$ cat config.mk
export PLATFORM = sky130hd
export DESIGN_NAME = gcd_job_queue_flat
export DESIGN_NICKNAME = d
export VERILOG_FILES = /design/src/rtl/gcd_job_queue_pkg.sv /design/src/rtl/gcd_job_queue_if.sv /design/src/rtl/gcd_job_queue_fifo.sv /design/src/rtl/gcd_job_queue.sv /design/src/flat_wrapper.sv
export SDC_FILE = /design/constraint.sdc
export NUM_CORES = 1
export LEC_CHECK = 0
export BUFFER_PORTS_ARGS = -buffer_cell sky130_fd_sc_hd__buf_2
export CAP_MARGIN = 5
export CORE_MARGIN = 10
export CORE_UTILIZATION = 47
export DETAILED_ROUTE_END_ITERATION = 7
export PLACE_DENSITY = 0.64
export SYNTH_ARGS = -nofsm -noshare
export SYNTH_HDL_FRONTEND = slang
export SYNTH_SLANG_ARGS = --single-unit
$ cat constraint.sdc
create_clock -name clk -period 8.3 [get_ports clk]
set_input_delay 1.245 -clock clk [delete_from_list [all_inputs] [get_ports clk]]
set_output_delay 1.245 -clock clk [all_outputs]
set_load 0.01 [all_outputs]
$ cat src/rtl/gcd_job_queue_pkg.sv
// rtl/gcd_job_queue_pkg.sv - shared types and widths for the GCD job queue
package gcd_job_queue_pkg;

    localparam int GCD_W = 32;

    typedef enum logic [2:0] {
        IDLE,
        ISSUE,
        WAIT_LO,
        WAIT_HI,
        STORE
    } gcd_q_state_t;

    typedef struct packed {
        logic [GCD_W-1:0] a;
        logic [GCD_W-1:0] b;
    } gcd_pair_t;

endpackage

$ cat src/rtl/gcd_job_queue_if.sv
// rtl/gcd_job_queue_if.sv - host push/pop and GCD core handshake bundle
interface gcd_job_queue_if;
    import gcd_job_queue_pkg::*;

    logic             wr_valid;
    logic             wr_ready;
    logic [GCD_W-1:0] wr_a;
    logic [GCD_W-1:0] wr_b;
    logic             core_start;
    logic [GCD_W-1:0] core_dataa;
    logic [GCD_W-1:0] core_datab;
    logic             core_done;
    logic [GCD_W-1:0] core_result;
    logic             rd_valid;
    logic             rd_ready;
    logic [GCD_W-1:0] rd_data;

    // Environment side: host producer/consumer plus the GCD core.
    modport master (
        output wr_valid, wr_a, wr_b, rd_ready, core_done, core_result,
        input  wr_ready, rd_valid, rd_data, core_start, core_dataa, core_datab
    );

    // Queue side.
    modport slave (
        input  wr_valid, wr_a, wr_b, rd_ready, core_done, core_result,
        output wr_ready, rd_valid, rd_data, core_start, core_dataa, core_datab
    );
endinterface

$ cat src/rtl/gcd_job_queue_fifo.sv
// rtl/gcd_job_queue_fifo.sv - first-word-fall-through FIFO with clock enable
module gcd_job_queue_fifo #(
    parameter int WIDTH = 32,
    parameter int DEPTH = 8
) (
    input  logic             clk,
    input  logic             reset,
    input  logic             clk_en,
    input  logic             push,
    input  logic [WIDTH-1:0] wdata,
    input  logic             pop,
    output logic [WIDTH-1:0] rdata,
    output logic             full,
    output logic             empty
);
    localparam int AW = $clog2(DEPTH);
    localparam logic [AW:0] FULL_CNT = (AW+1)'(DEPTH);

    logic [WIDTH-1:0] mem [DEPTH];
    logic [AW-1:0]    wr_ptr;
    logic [AW-1:0]    rd_ptr;
    logic [AW:0]      count;
    logic             do_push;
    logic             do_pop;

    assign full    = (count == FULL_CNT);
    assign empty   = (count == '0);
    assign do_push = clk_en && push && !full;
    assign do_pop  = clk_en && pop && !empty;
    // Head word is forced to zero while empty so the output is defined from reset.
    assign rdata   = empty ? '0 : mem[rd_ptr];

    // Storage array; contents are only observable once written.
    always_ff @(posedge clk) begin
        if (do_push) begin
            mem[wr_ptr] <= wdata;
        end
    end

    // Pointers wrap naturally since DEPTH is a power of two.
    always_ff @(posedge clk or posedge reset) begin
        if (reset) begin
            wr_ptr <= '0;
            rd_ptr <= '0;
            count  <= '0;
        end else begin
            if (do_push) wr_ptr <= wr_ptr + 1'b1;
            if (do_pop)  rd_ptr <= rd_ptr + 1'b1;
            case ({do_push, do_pop})
                2'b10:   count <= count + 1'b1;
                2'b01:   count <= count - 1'b1;
                default: count <= count;
            endcase
        end
    end
endmodule

$ cat src/rtl/gcd_job_queue.sv
// rtl/gcd_job_queue.sv - buffers operand pairs, sequences them through the GCD core
module gcd_job_queue
    import gcd_job_queue_pkg::*;
#(
    parameter int DEPTH       = 8,
    parameter int ACK_TIMEOUT = 15
) (
    input  logic            clk,
    input  logic            reset,
    input  logic            clk_en,
    gcd_job_queue_if.slave  bus,
    output logic            busy,
    output logic            timeout_err,
    output logic [15:0]     jobs_done
);
    localparam int TW = $clog2(ACK_TIMEOUT + 1);
    localparam logic [TW-1:0] TO_LAST = TW'(ACK_TIMEOUT - 1);

    gcd_q_state_t     state;
    gcd_pair_t        in_wpair;
    gcd_pair_t        in_rpair;
    logic             in_full;
    logic             in_empty;
    logic             out_full;
    logic             out_empty;
    logic             issue_ok;
    logic             start_q;
    logic [GCD_W-1:0] a_q;
    logic [GCD_W-1:0] b_q;
    logic [GCD_W-1:0] res_q;
    logic [TW-1:0]    tcnt;

    assign in_wpair = '{a: bus.wr_a, b: bus.wr_b};
    // Only one job is ever in flight, so a non-full output FIFO guarantees room at STORE.
    assign issue_ok = (state == IDLE) && !in_empty && !out_full;

    gcd_job_queue_fifo #(.WIDTH($bits(gcd_pair_t)), .DEPTH(DEPTH)) u_in_fifo (
        .clk    (clk),
        .reset  (reset),
        .clk_en (clk_en),
        .push   (bus.wr_valid),
        .wdata  (in_wpair),
        .pop    (issue_ok),
        .rdata  (in_rpair),
        .full   (in_full),
        .empty  (in_empty)
    );

    gcd_job_queue_fifo #(.WIDTH(GCD_W), .DEPTH(DEPTH)) u_out_fifo (
        .clk    (clk),
        .reset  (reset),
        .clk_en (clk_en),
        .push   (state == STORE),
        .wdata  (res_q),
        .pop    (bus.rd_ready),
        .rdata  (bus.rd_data),
        .full   (out_full),
        .empty  (out_empty)
    );

    assign bus.wr_ready   = !in_full;
    assign bus.rd_valid   = !out_empty;
    assign bus.core_start = start_q;
    assign bus.core_dataa = a_q;
    assign bus.core_datab = b_q;
    assign busy           = (state != IDLE) || !in_empty;

    // Job sequencer: issue, wait for done to fall then rise, store the result.
    always_ff @(posedge clk or posedge reset) begin
        if (reset) begin
            state       <= IDLE;
            start_q     <= 1'b0;
            a_q         <= '0;
            b_q         <= '0;
            res_q       <= '0;
            tcnt        <= '0;
            timeout_err <= 1'b0;
            jobs_done   <= '0;
        end else if (clk_en) begin
            case (state)
                IDLE: begin
                    if (issue_ok) begin
                        a_q     <= in_rpair.a;
                        b_q     <= in_rpair.b;
                        start_q <= 1'b1;
                        state   <= ISSUE;
                    end
                end
                ISSUE: begin
                    start_q <= 1'b0;
                    tcnt    <= '0;
                    state   <= WAIT_LO;
                end
                WAIT_LO: begin
                    if (!bus.core_done) begin
                        state <= WAIT_HI;
                    end else if (tcnt == TO_LAST) begin
                        timeout_err <= 1'b1;
                        state       <= IDLE;
                    end else begin
                        tcnt <= tcnt + 1'b1;
                    end
                end
                WAIT_HI: begin
                    if (bus.core_done) begin
                        res_q <= bus.core_result;
                        state <= STORE;
                    end
                end
                STORE: begin
                    jobs_done <= jobs_done + 1'b1;
                    state     <= IDLE;
                end
                default: state <= IDLE;
            endcase
        end
    end
endmodule
$ cat src/flat_wrapper.sv
// flat-port wrapper written by rule: the top's interface ports become plain ports
module gcd_job_queue_flat import gcd_job_queue_pkg::*;
#(
    parameter int DEPTH       = 8,
    parameter int ACK_TIMEOUT = 15
)
  (clk, reset, clk_en, busy, timeout_err, jobs_done, bus_wr_valid, bus_wr_a, bus_wr_b, bus_rd_ready, bus_core_done, bus_core_result, bus_wr_ready, bus_rd_valid, bus_rd_data, bus_core_start, bus_core_dataa, bus_core_datab);
  gcd_job_queue_if bus_i ();
  input  logic clk;
  input  logic reset;
  input  logic clk_en;
  output logic busy;
  output logic timeout_err;
  output logic [15:0] jobs_done;
  input wire logic [$bits(bus_i.wr_valid)-1:0] bus_wr_valid;
  input wire logic [$bits(bus_i.wr_a)-1:0] bus_wr_a;
  input wire logic [$bits(bus_i.wr_b)-1:0] bus_wr_b;
  input wire logic [$bits(bus_i.rd_ready)-1:0] bus_rd_ready;
  input wire logic [$bits(bus_i.core_done)-1:0] bus_core_done;
  input wire logic [$bits(bus_i.core_result)-1:0] bus_core_result;
  output wire logic [$bits(bus_i.wr_ready)-1:0] bus_wr_ready;
  output wire logic [$bits(bus_i.rd_valid)-1:0] bus_rd_valid;
  output wire logic [$bits(bus_i.rd_data)-1:0] bus_rd_data;
  output wire logic [$bits(bus_i.core_start)-1:0] bus_core_start;
  output wire logic [$bits(bus_i.core_dataa)-1:0] bus_core_dataa;
  output wire logic [$bits(bus_i.core_datab)-1:0] bus_core_datab;
  assign bus_i.wr_valid = bus_wr_valid;
  assign bus_i.wr_a = bus_wr_a;
  assign bus_i.wr_b = bus_wr_b;
  assign bus_i.rd_ready = bus_rd_ready;
  assign bus_i.core_done = bus_core_done;
  assign bus_i.core_result = bus_core_result;
  assign bus_wr_ready = bus_i.wr_ready;
  assign bus_rd_valid = bus_i.rd_valid;
  assign bus_rd_data = bus_i.rd_data;
  assign bus_core_start = bus_i.core_start;
  assign bus_core_dataa = bus_i.core_dataa;
  assign bus_core_datab = bus_i.core_datab;
  gcd_job_queue #(.DEPTH(DEPTH), .ACK_TIMEOUT(ACK_TIMEOUT)) u_core (.clk(clk), .reset(reset), .clk_en(clk_en), .bus(bus_i), .busy(busy), .timeout_err(timeout_err), .jobs_done(jobs_done));
endmodule
# ---- Yosys cells after proc, flatten, opt, wreduce, memory -nomap -nowiden
# Memories as Yosys holds them, arrays and structs flattened. A register that Yosys moved wholly into a read port is not among the register bits.
# Index checks and enable logic that the tools add are counted.
dict set report word_totals {
  ff_bits 77
  mem_bits_rw 768
  in_bits 102
  out_inout_bits 117
  elab_cells 87
  n_memories 2
}
dict set report classes {
  n_addsub 10
  eq_ne 16
  n_mux 17
  n_reduce_logical 30
}
# name depth width rd rd_clocked_by_memory_dff wr line
set mem_list {}
lappend mem_list {u_core.u_in_fifo.mem 8 64 1 1 1 gcd_job_queue_fifo.sv:19} ;# logic [WIDTH-1:0] mem [DEPTH];
lappend mem_list {u_core.u_out_fifo.mem 8 32 1 0 1 gcd_job_queue_fifo.sv:19}
# operator n
set ops {}
lappend ops {{2-to-1 mux 32 bit} 1}
lappend ops {{case mux 4 bit (2 select lines)} 3}
lappend ops {{adder 16 x 1 -> 16 bit (second input constant)} 1}
lappend ops {{adder 3 x 1 -> 3 bit (second input constant)} 4}
lappend ops {{adder 4 x 1 -> 4 bit (second input constant)} 3}
lappend ops {{== test 4 bit (second input constant)} 3}
lappend ops {{2-to-1 mux 3 bit} 4}
lappend ops {{case mux 3 bit (4 select lines)} 1}
lappend ops {{AND reduction 4 bit} 3}
lappend ops {{logical AND 1 bit} 10}
lappend ops {{AND reduction 3 bit} 3}
lappend ops {{zero test 4 bit} 2}
lappend ops {{2-to-1 mux 4 bit} 2}
lappend ops {{!= test 2 bit (second input constant)} 4}
lappend ops {{nonzero test 2 bit} 4}
lappend ops {{subtractor 4 x 1 -> 4 bit (second input constant)} 2}
lappend ops {{== test 3 x 2 -> 1 bit (second input constant)} 2}
lappend ops {{2-to-1 mux 1 bit} 5}
lappend ops {{== test 2 x 1 -> 1 bit (second input constant)} 2}
lappend ops {{== test 2 bit (second input constant)} 2}
lappend ops {{zero test 1 bit} 4}
lappend ops {{== test 3 x 1 -> 1 bit (second input constant)} 1}
lappend ops {{== test 3 bit (second input constant)} 1}
lappend ops {{zero test 3 bit} 1}
lappend ops {{5 further kinds} 5}

# ---- Depth between registers and ports, before layout
# Gate-level depths: netlist of the first run.
dict set report logic_depth {
  word_depth 8
  depth_mapped 11
  ltp_nobuf 9
}

# ---- Cells and area by module
# A second synthesis of the first run with hierarchy kept.
dict set report hier_totals {
  cells_unflattened 1578
  hier_area_um2 35124.9
}
# module n_inst cells_each area_each_um2 seq_area_each_um2
set modules_own_cells {}
lappend modules_own_cells {{gcd_job_queue_fifo (u_core.u_in_fifo)} 1 815 19797.7 15625.0}
lappend modules_own_cells {{gcd_job_queue_fifo (u_core.u_out_fifo)} 1 439 10252.3 7937.6}
lappend modules_own_cells {gcd_job_queue 1 324 5074.9 3027.9}

# ---- Least setup slack after synthesis of the first run
# OpenSTA, ideal clock, no wires.
dict set report synth_timing {
  path_type {input port to flip-flop}
  startpoint {input port bus_wr_valid}
  endpoint {memory u_core.u_in_fifo.mem[0][0] in the netlist's numbering, enable pin}
  setup_ps 565
  arrival_ps 6072
  t_required_ps 7735
  setup_slack_ps 1663
  stages 4
  path_buffers 1
  path_cell_list {and3_1 clkbuf_1 nand2b_1 nor3_1}
}
dict set report synth_between {
  elab_chain_cells 4
}
# element line
set synth_rtl {}
lappend synth_rtl {{from (decl)} flat_wrapper.sv:15} ;# input wire logic [$bits(bus_i.wr_valid)-1:0] bus_wr_valid;
lappend synth_rtl {{logical AND 1 bit (2 in series)} gcd_job_queue_fifo.sv:28} ;# assign do_push = clk_en && push && !full;
lappend synth_rtl {{2-to-1 mux 1 bit} gcd_job_queue_fifo.sv:35} ;# if (do_push) begin
lappend synth_rtl {{2-to-1 mux 1 bit (not written as such)} gcd_job_queue_fifo.sv:36} ;# mem[wr_ptr] <= wdata;
lappend synth_rtl {{to (decl)} gcd_job_queue_fifo.sv:19}
# No other way between the ends.

# ---- Worst setup path in the final report of the first run
dict set report layout_timing {
  startpoint {register u_core.u_out_fifo.rd_ptr[0]}
  endpoint {output port bus_rd_data[24]}
}
dict set report layout_between {
  elab_chain_cells 2
}
# element line
set layout_rtl {}
lappend layout_rtl {{from (decl)} gcd_job_queue_fifo.sv:21} ;# logic [AW-1:0] rd_ptr;
lappend layout_rtl {{from (signal assigned)} gcd_job_queue_fifo.sv:48} ;# if (do_pop) rd_ptr <= rd_ptr + 1'b1;
lappend layout_rtl {{memory read (8 x 32 bit)} --}
lappend layout_rtl {{2-to-1 mux 32 bit} gcd_job_queue_fifo.sv:31} ;# assign rdata = empty ? '0 : mem[rd_ptr];
lappend layout_rtl {{to (decl)} flat_wrapper.sv:23} ;# output wire logic [$bits(bus_i.rd_data)-1:0] bus_rd_data;
# No other way between the ends.

==> summary.txt, run 1 <==
Outcome - finished clean
Hold_buf cts - 0
Setup Buffers After CTS - 0
Cell Area, Synth - 0.0345 mm2
Worst path slowest cell - dfrtp_4
PostCTS Resize Cnt - 0
Final setup TNS - 0 ns
Post-synth ARST share - 0.155
Post-synth top area cell - edfxtp_1
Seq cells post-synth - 909
Sequential Power Share - 0.458
Initial antenna violation count - 16
Port-buffer cells - 218
Data required time at the worst endpoint - 7.05 ns
Post-synth net total - 1776
Top area cells in the synthesized netlist - edfxtp_1 (67%), mux4_2 (13%), dfrtp_1 (10%), mux2i_1 (2.8%), nor2_1 (1.2%)
Setup Skew - 0.0379 ns
Worst setup path class - flop to output port
Cell area after layout - 0.0399 mm2
Synth cell types - 46
Crit path cell chain - buf_4 -> mux4_2 -> mux2i_1 -> nor2_1 -> buf_2
Share of the synthesized area in the top cell type - 0.668
Avg WL per Cell - 24.4 um
Synth Instances - 1659
Sw frac - 0.292
Die span in y - 291 um
Leakage Power - 0.0139 uW
H-tree levels - 3
TritonCTS clock tree - built
Vias in the first global route - 17734
Critical path arrival - 3.22 ns
Int Power - 9700 uW
Top Ports - 219
Syn. warnings - 0
Final setup fails - 0
CP Capture Type - output port
Buf/Inv on CP - 2
P&R area growth vs syn - 15.7%
Worst slew margin - 0.330
Clk sinks - 909
Max incr delay on CP - 0.87 ns
Layout net count - 2044
F_max - 0.224 GHz
PnR Total Power - 13700 uW
Final Cycle Share - 0.538
DP HPWL - 39.7 mm
Fin Hold WS - 0.452 ns
Skew-Pair Late Insertion Delay - 0.65 ns
Antenna-violating nets left - 0
Overall die width - 291 um
Most common cell in the netlist - edfxtp_1
Clock power share - 0.302
Share of layout cells above drive strength 1 - 0.316
Routability cong. - 0.745
Post-DP Area - 0.0369 mm2
Aggregate global routing overflow - 0
Die area - 0.0847 mm2
Hold Crit Class - flop to flop
Wirelength, routed - 72.4 mm
Number of buffers created by CTS - 93
Logic pwr share - 0.240
Clock Tree Root - clkbuf_16
Post-synth EDFFs - 768
Synth top cells by count - edfxtp_1 (768), mux4_2 (192), dfrtp_1 (141), nor2_1 (112), mux2i_1 (98)
Switching power - 4000 uW
Via count - 16353
Final Hold Viols - 0
Global Route Usage Sum - 0.171
Pin count of the biggest net entering global routing - 91
Slew Viols, Final - 0
Most used DFF post-synth - edfxtp_1
Clock buffer depth - 3
Vias per inst - 5.51
Initial core utilization - 0.474
Initial DRC Count - 1310
Core area - 0.0728 mm2
First-pass GRT wire length - 111 mm
Pwr Density - 343 mW/mm2
Syn avg cell area - 20.8 um2
Actual slew at the worst max-slew pin - 1.01 ns
Drt drc - 0
Tmin final - 4.47 ns
RSZ-0062 raised after global routing - false
CP Launch Type - flop
Critical path fanouts, max - 34
DRT Pass-1 Iters - 5
Max Cap Viol - 0
Standard-cell row count - 99
Register area share after synthesis - 0.770
Worst VDD drop - 0.285 mV
Worst-path clk slew - 0.05 ns
Delay-heaviest family, CP - flip-flops
cell type report:
class / count / area, um2
multi-input cells: 657 / 7660
repair buffers: 251 / 1340
diodes: 1 / 2.50
clock inverters: 46 / 523
flip-flops and latches: 909 / 26600
fillers: 5598 / 32900
clock buffers: 128 / 2530
well taps: 959 / 1200
inverters: 15 / 61.3
layer usage:
layer | GRT usage | wire, um
met5 | 0 | 182
met2 | 0.285 | 36500
met4 | 0.0401 | 1060
met1 | 0.222 | 30200
met3 | 0.0451 | 4490
state kept, by name, summed over array words and instances (netlist names):
name                      cells
u_core.u_out_fifo.count       4
u_core.bus.core_datab        32
u_core.timeout_err            1
u_core.u_in_fifo.mem        512
u_core.jobs_done             16
u_core.u_out_fifo.wr_ptr      3
u_core.u_in_fifo.rd_ptr       3
u_core.u_out_fifo.rd_ptr      3
u_core.res_q                 32
u_core.u_in_fifo.count        4
u_core.u_out_fifo.mem       256
u_core.bus.core_start         1
u_core.state                  3
u_core.u_in_fifo.wr_ptr       3
u_core.bus.core_dataa        32
u_core.tcnt                   4
kinds of logic after synthesis:
logic type	synth area share
flops	0.770
mux	0.165
simple gates	0.0263
buf+inv	0.0111
compound gates	0.0141
xor+xnor	0.00685
fa+ha+maj	0.00587
final timing paths:
kind                                        startpoint                          end  slack (ns)  depth (start not counted)
max                        u_core.u_out_fifo.rd_ptr[0]              bus_rd_data[24]        3.83                          5
min                                 u_core.timeout_err           u_core.timeout_err        0.45                          1
max reg2reg                            u_core.state[0]    u_core.u_in_fifo.count[3]        5.02                          9
min reg2reg                         u_core.timeout_err           u_core.timeout_err        0.45                          1
max in group asynchronous                        reset  u_core.u_out_fifo.rd_ptr[0]        5.83                          3
min in group asynchronous                        reset    u_core.bus.core_datab[11]        0.86                          2
cell usage in the layout, fill, tap and decap left out, types with 4 or more instances in the layout:
cell type | netlist | routed
dfrtp_1 | 141 | 135
mux2_2 | 35 | 35
mux4_2 | 192 | 192
nand2_1 | 30 | 30
clkinv_1 | 0 | 15
nand4_1 | 5 | 5
nand2b_1 | 7 | 7
clkbuf_1 | 45 | 30
nor3_1 | 14 | 8
ha_1 | 13 | 13
dfrtp_4 | 0 | 4
nor3_2 | 0 | 6
xnor2_1 | 16 | 16
buf_2 | 26 | 218
nand3_1 | 8 | 8
xor2_1 | 11 | 11
clkbuf_16 | 0 | 95
nor2_4 | 0 | 9
nor2_1 | 112 | 103
mux2i_1 | 98 | 98
o21ai_0 | 7 | 7
edfxtp_1 | 768 | 768
bufinv_16 | 0 | 9
buf_4 | 0 | 33
inv_1 | 15 | 14
a21oi_1 | 70 | 70
nor4_1 | 5 | 4
clkinv_2 | 0 | 15
power groups by stage:
stage | logic [uW] | clock network (uW) | registers (uW)
after floorplan | 2460 | 0 | 6110
after global placement | 3330 | 0 | 6340
after detailed placement | 3370 | 0 | 6380
after CTS | 3380 | 4230 | 6300
after global routing | 3620 | 4420 | 6380
final | 3290 | 4130 | 6270
metrics by stage:
step / setup slack [ns] / instances / utilization
2_1_floorplan: 1.66 / 1659 / -
6_report: 3.83 / 2966 / 0.548
3_5_place_dp: 4.25 / 2791 / 0.506
3_3_place_gp: 4.30 / 2791 / 0.506
5_1_grt: 3.53 / 2966 / 0.548
4_1_cts: 3.67 / 2965 / 0.548
worst register-to-register path, stage by stage (launching register included):
cell and delay [ns]:
dfrtp_1 0.48, or2_1 0.33, nor4_4 0.30, buf_4 0.59, ha_1 0.39, ha_1 0.26, a21o_1 0.21, a2111oi_0 0.37
nand4b_1 0.17, nand3_1 0.07
(Power assumes the default switching activity.)
==> inputs of run 2 (changes only) <==
--- a/config.mk
+++ b/config.mk
@@ -5,6 +5,7 @@
 export SDC_FILE = /design/constraint.sdc
 export NUM_CORES = 1
 export LEC_CHECK = 0
+export ABC_AREA = 1
 export BUFFER_PORTS_ARGS = -buffer_cell sky130_fd_sc_hd__buf_2
 export CAP_MARGIN = 5
 export CORE_MARGIN = 10
==> constraint.sdc (replaced) <==
create_clock -name clk -period 4.65 [get_ports clk]
set_input_delay 0.6975 -clock clk [delete_from_list [all_inputs] [get_ports clk]]
set_output_delay 0.6975 -clock clk [all_outputs]
set_load 0.01 [all_outputs]
==> run 2 against run 1 <==
Compared with the run above: sequential share of layout area is 3.5 points lower; area after synthesis up 6.0%; flip-flop and latch count stayed put; critical path depth up 1; die area up 5.6%; design area is 5.5% higher; utilization is 0.38 points lower; critical path type unchanged; synthesized cell count up 81%; highest routed layer unchanged; hold slack got worse by 0.23 ns; clock power grew 91%; via count rose by 39%.
==> summary.txt, run 2 <==
Most common cell in the netlist - edfxtp_1
Routability cong. - 0.804 (+7.9%)
Delay-heaviest family, CP - buffers and inverters
Crit path cell chain - buf_4 -> o21ai_0 -> o211ai_1 -> nand2_1 -> nor2_1 -> buf_2
Share of the synthesized area in the top cell type - 0.630 (-0.0381)
Slew Viols, Final - 0 (unchanged)
Synth cell types - 35 (-24%)
Aggregate global routing overflow - 0 (unchanged)
Setup Buffers After CTS - 0 (unchanged)
Synth Instances - 2997 (+81%)
Critical path arrival - 2.82 ns (-0.40 ns)
Initial DRC Count - 1872 (+43%)
CP Launch Type - flop
Pin count of the biggest net entering global routing - 114 (+25%)
Antenna-violating nets left - 0 (unchanged)
Max Cap Viol - 0 (unchanged)
Setup ws final - 1.13 ns (-2.71 ns)
Tmin final - 3.52 ns
Global Route Usage Sum - 0.184 (+0.0130)
Top flop regs - u_core.u_in_fifo.mem (512), u_core.u_out_fifo.mem (256)
Hold_buf cts - 0 (unchanged)
Top area cells in the synthesized netlist - edfxtp_1 (63%), dfrtp_1 (9.6%), o211ai_1 (5.6%), nand2_1 (5.5%), inv_1 (3.4%)
TritonCTS clock tree - built
DRT Pass-1 Iters - 5 (unchanged)
Overall die width - 299 um (+2.8%)
First-pass GRT wire length - 130 mm (+17%)
Final Hold Viols - 0 (unchanged)
Setup Skew - 0.0405 ns (+0.00261 ns)
Avg WL per Cell - 19.5 um (-20%)
Most used DFF post-synth - edfxtp_1
Final setup TNS - 0 ns (unchanged)
Worst slew margin - 0.288 (-0.0414)
Fin Hold WS - 0.221 ns (-0.230 ns)
Actual slew at the worst max-slew pin - 1.07 ns (+0.0621 ns)
Post-synth ARST share - 0.155 (unchanged)
Die span in y - 299 um (+2.8%)
Skew-Pair Late Insertion Delay - 0.67 ns (+0.02 ns)
Synth top cells by count - edfxtp_1 (768), nand2_1 (537), inv_1 (331), o211ai_1 (275), nor2_1 (261)
RSZ-0062 raised after global routing - false
Initial antenna violation count - 22 (+6)
Critical path fanouts, max - 97 (+190%)
Vias in the first global route - 22717 (+28%)
Syn. warnings - 0 (unchanged)
Number of buffers created by CTS - 95 (+2.2%)
Cell area after layout - 0.0421 mm2 (+5.5%)
Post-synth net total - 3114 (+75%)
Via count - 22706 (+39%)
Post-DP Area - 0.0387 mm2 (+5.0%)
Pwr Density - 616 mW/mm2 (+80%)
Port-buffer cells - 218 (unchanged)
Hold Crit Class - primary input to async pin
Pre-CTS WS - 1.63 ns (-2.63 ns)
Worst setup path class - flop to output port
Seq cells post-synth - 909 (unchanged)
Reg with most FFs - u_core.u_in_fifo.mem
Buf/Inv on CP - 2 (unchanged)
Outcome - finished clean
DP HPWL - 46.8 mm (+18%)
Vias per inst - 5.26 (-4.5%)
CP Capture Type - output port
Final Cycle Share - 0.757
Max reg flops - 512 (unchanged)
Drt drc - 0 (unchanged)
Layout net count - 3300 (+61%)
Most common cell after layout, fill and taps aside - edfxtp_1
P&R area growth vs syn - 15.0%
Data required time at the worst endpoint - 3.95 ns (-3.10 ns)
Worst VDD drop - 0.540 mV (+89%)
Share of layout cells above drive strength 1 - 0.140 (-0.176)
Post-synth top area cell - edfxtp_1
Post-synth EDFFs - 768 (unchanged)
Most frequent cells in the layout - edfxtp_1 (768), nand2_1 (537), inv_1 (328)
F_max - 0.284 GHz
Standard-cell row count - 102 (+3.0%)
Worst path slowest cell - buf_4
Register area share after synthesis - 0.726 (-0.0439)
Initial core utilization - 0.473 (-0.000601)
PostCTS Resize Cnt - 0 (unchanged)
Top Ports - 219 (unchanged)
Syn avg cell area - 12.2 um2 (-41%)
Cell Area, Synth - 0.0366 mm2 (+6.0%)
Final setup fails - 0 (unchanged)
Clk sinks - 909 (unchanged)
Clock Tree Root - clkbuf_16
Die area - 0.0894 mm2 (+5.6%)
Max incr delay on CP - 0.75 ns (-0.12 ns)
H-tree levels - 3 (unchanged)
Core area - 0.0773 mm2 (+6.2%)
Wirelength, routed - 83.9 mm (+16%)
Leakage Power - 0.0163 uW (+18%)
Clock buffer depth - 3 (unchanged)
Worst-path clk slew - 0.06 ns (about the same)
==> run 2: cell count changes in the layout (fill, tap and decap cells not counted), moves of 32 or more <==
cell	before	now
a21oi_1	70	14
inv_1	14	328
mux2_2	35	0
mux2i_1	98	0
mux4_2	192	0
nand2_1	30	537
nand3_1	8	214
nor2_1	103	247
o211ai_1	0	275
o21ai_0	7	185
o22ai_1	0	32
==> run 2: final timing paths <==
check	from	to	slack [ns]	cells past startpoint
worst max-delay path	u_core.u_out_fifo.rd_ptr[1]	bus_rd_data[28]	1.13	6
worst max register to register	u_core.state[0]	u_core.u_in_fifo.count[3]	1.94	13
min in group clk	bus_core_result[24]	u_core.res_q[24]	0.29	3
worst min register to register	u_core.bus.core_datab[5]	u_core.bus.core_datab[5]	0.47	2
worst min-delay path	reset	u_core.jobs_done[12]	0.22	2
max in group asynchronous	reset	u_core.bus.core_datab[23]	3.47	3
==> run 2: cell type report <==
class	count	area [um2]
inverters	334	1260
multi-input cells	1582	8000
flip-flops and latches	909	26600
clock inverters	49	662
repair buffers	261	1550
diodes	7	17.5
well taps	1040	1300
fillers	6427	35200
clock buffers	131	2700
==> run 2: power breakdown <==
group	switching [uW]	internal [uW]	total [uW]
clock network	3250	4630	7880
logic	4710	2360	7080
registers	945	10000	11000
total	8910	17000	25900
==> run 2: logic make-up after synthesis <==
kind of cell / Yosys count / synth area share
compound gates: 511 / 0.0900
xor+xnor: 20 / 0.00479
fa+ha+maj: 15 / 0.00554
buf+inv: 506 / 0.0573
flops: 909 / 0.726
simple gates: 1036 / 0.116
==> run 2: per-stage QoR <==
step | total power [uW] | util | cells
2_1_floorplan | 15900 | - | 2997
3_3_place_gp | 18100 | 0.501 | 4126
3_5_place_dp | 18300 | 0.501 | 4126
4_1_cts | 26300 | 0.544 | 4306
5_1_grt | 27500 | 0.544 | 4310
6_report | 25900 | 0.544 | 4313
==> run 2: layer usage <==
metal,vias up,track usage,part of all wire
met5,-,0,0.0020
met4,26,0.0648,0.023
met3,162,0.0419,0.067
met2,633,0.313,0.50
met1,11041,0.229,0.41
li1,10844,-,-
==> inputs of run 3 (changes only) <==
==> constraint.sdc (replaced) <==
create_clock -name clk -period 3.5 [get_ports clk]
set_input_delay 0.525 -clock clk [delete_from_list [all_inputs] [get_ports clk]]
set_output_delay 0.525 -clock clk [all_outputs]
set_load 0.01 [all_outputs]
==> run 3 against run 2 <==
Compared with the run above: clock power increased by 22%; register-to-register slack lost 0.83 ns; critical path type unchanged; largest power group unchanged; sequential share of layout area grew 0.51 points; hold slack worse by 0.20 ns; critical endpoint is now bus_rd_data[29]; total power grew 30%; utilization decreased by 0.43 points; non-clock buffer count increased by 3; largest cell class unchanged; highest routed layer unchanged; die area did not move; worst setup slack lost 0.94 ns; clock skew decreased by 0.011 ns; design area shrank 0.79%; final cell count barely moved.
==> summary.txt, run 3 (synthesis gave the netlist of run 2 again) <==
Worst VDD drop - 0.449 mV (-17%)
Int Power - 22100 uW (+30%)
Most frequent cells in the layout - edfxtp_1 (768), nand2_1 (537), inv_1 (328)
Clk sinks - 909 (unchanged)
Worst-path clk slew - 0.06 ns (about the same)
Actual slew at the worst max-slew pin - 0.992 ns (-0.0753 ns)
Overall die width - 299 um (unchanged)
Max reg flops - 512 (unchanged)
Max Cap Viol - 0 (unchanged)
Final Cycle Share - 0.947
Die span in y - 299 um (unchanged)
Antenna-violating nets left - 0 (unchanged)
CP Launch Type - flop
Port-buffer cells - 218 (unchanged)
Dpl cells - 4129 (+0.073%)
Initial antenna violation count - 20 (-9.1%)
Aggregate global routing overflow - 0 (unchanged)
DRT Pass-1 Iters - 5 (unchanged)
Final setup fails - 0 (unchanged)
Switching power - 11600 uW (+30%)
Avg WL per Cell - 19.3 um (-0.62%)
Reg with most FFs - u_core.u_in_fifo.mem
H-tree levels - 3 (unchanged)
Tmin final - 3.31 ns
Share of layout cells above drive strength 1 - 0.134 (-0.00600)
Non-Filler Instances - 4309 (-0.093%)
Total area of sequential cells - 0.0266 mm2 (unchanged)
Logic pwr share - 0.290 (+0.017)
Core Util, Final - 0.540 (-0.00432)
Pin count of the biggest net entering global routing - 143 (+25%)
RSZ-0062 raised after global routing - false
Hold_buf cts - 0 (unchanged)
Sw frac - 0.344 (+0.000530)
Outcome - finished clean
Drt drc - 0 (unchanged)
TritonCTS clock tree - built
Final setup TNS - 0 ns (unchanged)
Die area - 0.0894 mm2 (unchanged)
Pwr Density - 806 mW/mm2 (+31%)
DP HPWL - 46.4 mm (-0.99%)
FILL cells - 6479 (+0.81%)
Slew Viols, Final - 0 (unchanged)
Leakage Power - 0.0162 uW (-0.90%)
Worst setup path class - flop to output port
Initial DRC Count - 1722 (-8.0%)
Top Ports - 219 (unchanged)
Vias in the first global route - 22636 (-0.36%)
Standard-cell row count - 102 (unchanged)
Data required time at the worst endpoint - 2.97 ns (-0.98 ns)
Critical path arrival - 2.79 ns (-0.03 ns)
Number of buffers created by CTS - 94 (-1.1%)
First-pass GRT wire length - 130 mm (-0.58%)
Setup Buffers After CTS - 0 (unchanged)
Clock power share - 0.285 (-0.019)
Layout net count - 3302 (+0.061%)
Via count - 22756 (+0.22%)
Most common cell after layout, fill and taps aside - edfxtp_1
Sequential Power Share - 0.425 (about the same)
Routability cong. - 0.764 (-5.0%)
P&R area growth vs syn - 14.1%
Skew-Pair Late Insertion Delay - 0.65 ns (-0.02 ns)
Clock buffer depth - 3 (unchanged)
Initial core utilization - 0.473 (unchanged)
Area of the multi-input gates - 0.00800 mm2 (unchanged)
PnR Total Power - 33700 uW (+30%)
Hold Crit Class - primary input to async pin
CP Capture Type - output port
Worst slew margin - 0.338 (+0.0502)
Top flop regs - u_core.u_in_fifo.mem (512), u_core.u_out_fifo.mem (256)
Global Route Usage Sum - 0.183 (-0.00124)
Core area - 0.0773 mm2 (unchanged)
Critical path fanouts, max - 97 (unchanged)
Fin Hold WS - 0.0172 ns (-0.204 ns)
Final Hold Viols - 0 (unchanged)
PostCTS Resize Cnt - 0 (unchanged)
Clock Tree Root - clkbuf_16
Setup Skew - 0.0294 ns (-0.0110 ns)
Vias per inst - 5.28 (+0.31%)
F_max - 0.302 GHz
Wirelength, routed - 83.3 mm (-0.71%)
==> run 3: cell type report <==
class | count | area share
flip-flops and latches | 909 | 0.637
multi-input cells | 1582 | 0.192
clock buffers | 136 | 0.0625
repair buffers | 264 | 0.0386
well taps | 1040 | 0.0312
inverters | 334 | 0.0303
clock inverters | 38 | 0.00851
diodes | 6 | 0.000359
==> run 3: final timing paths <==
kind	startpoint	to	depth (start not counted)	slack (ns)
max in group asynchronous	reset	u_core.bus.core_dataa[15]	3	2.36
hold / removal	reset	u_core.res_q[23]	2	0.02
setup / recovery	u_core.u_out_fifo.rd_ptr[1]	bus_rd_data[29]	6	0.19
setup reg to reg	u_core.state[0]	u_core.u_out_fifo.count[3]	12	1.11
hold reg to reg	u_core.bus.core_dataa[20]	u_core.bus.core_dataa[20]	2	0.47
min in group clk	bus_core_result[19]	u_core.res_q[19]	3	0.13
==> run 3: critical path, cell delays in order (launching register included) <==
cell	delay [ns]
dfrtp_2	0.35
buf_4	0.74
o21ai_0	0.24
o22ai_1	0.28
nor2_1	0.07
nor2_1	0.25
buf_2	0.19
==> run 3: through the flow <==
step	cell area (um2)	setup slack, ns
after floorplan	36600	-0.899
after global placement	38800	0.939
after detailed placement	38800	0.860
after CTS	41800	0.145
after global routing	41800	0.00434
final	41800	0.187
==> run 3: per-layer routing <==
layer  wire length (um)  global-route usage  vias to the layer above
met5                110                   0                        -
met4               2220              0.0567                       20
met3               5410              0.0384                      157
met2              41400               0.315                      621
met1              34200               0.229                    11115
li1                   -                   -                    10843
==> run 3: power groups by stage <==
stage               logic, uW  registers (uW)  clock network [uW]
global placement         9660           14400                   0
global route            11000           14500               10200
CTS                      9950           14300                9780
detailed placement       9900           14500                   0
finish                   9780           14300                9580
floorplan                6730           14400                   0
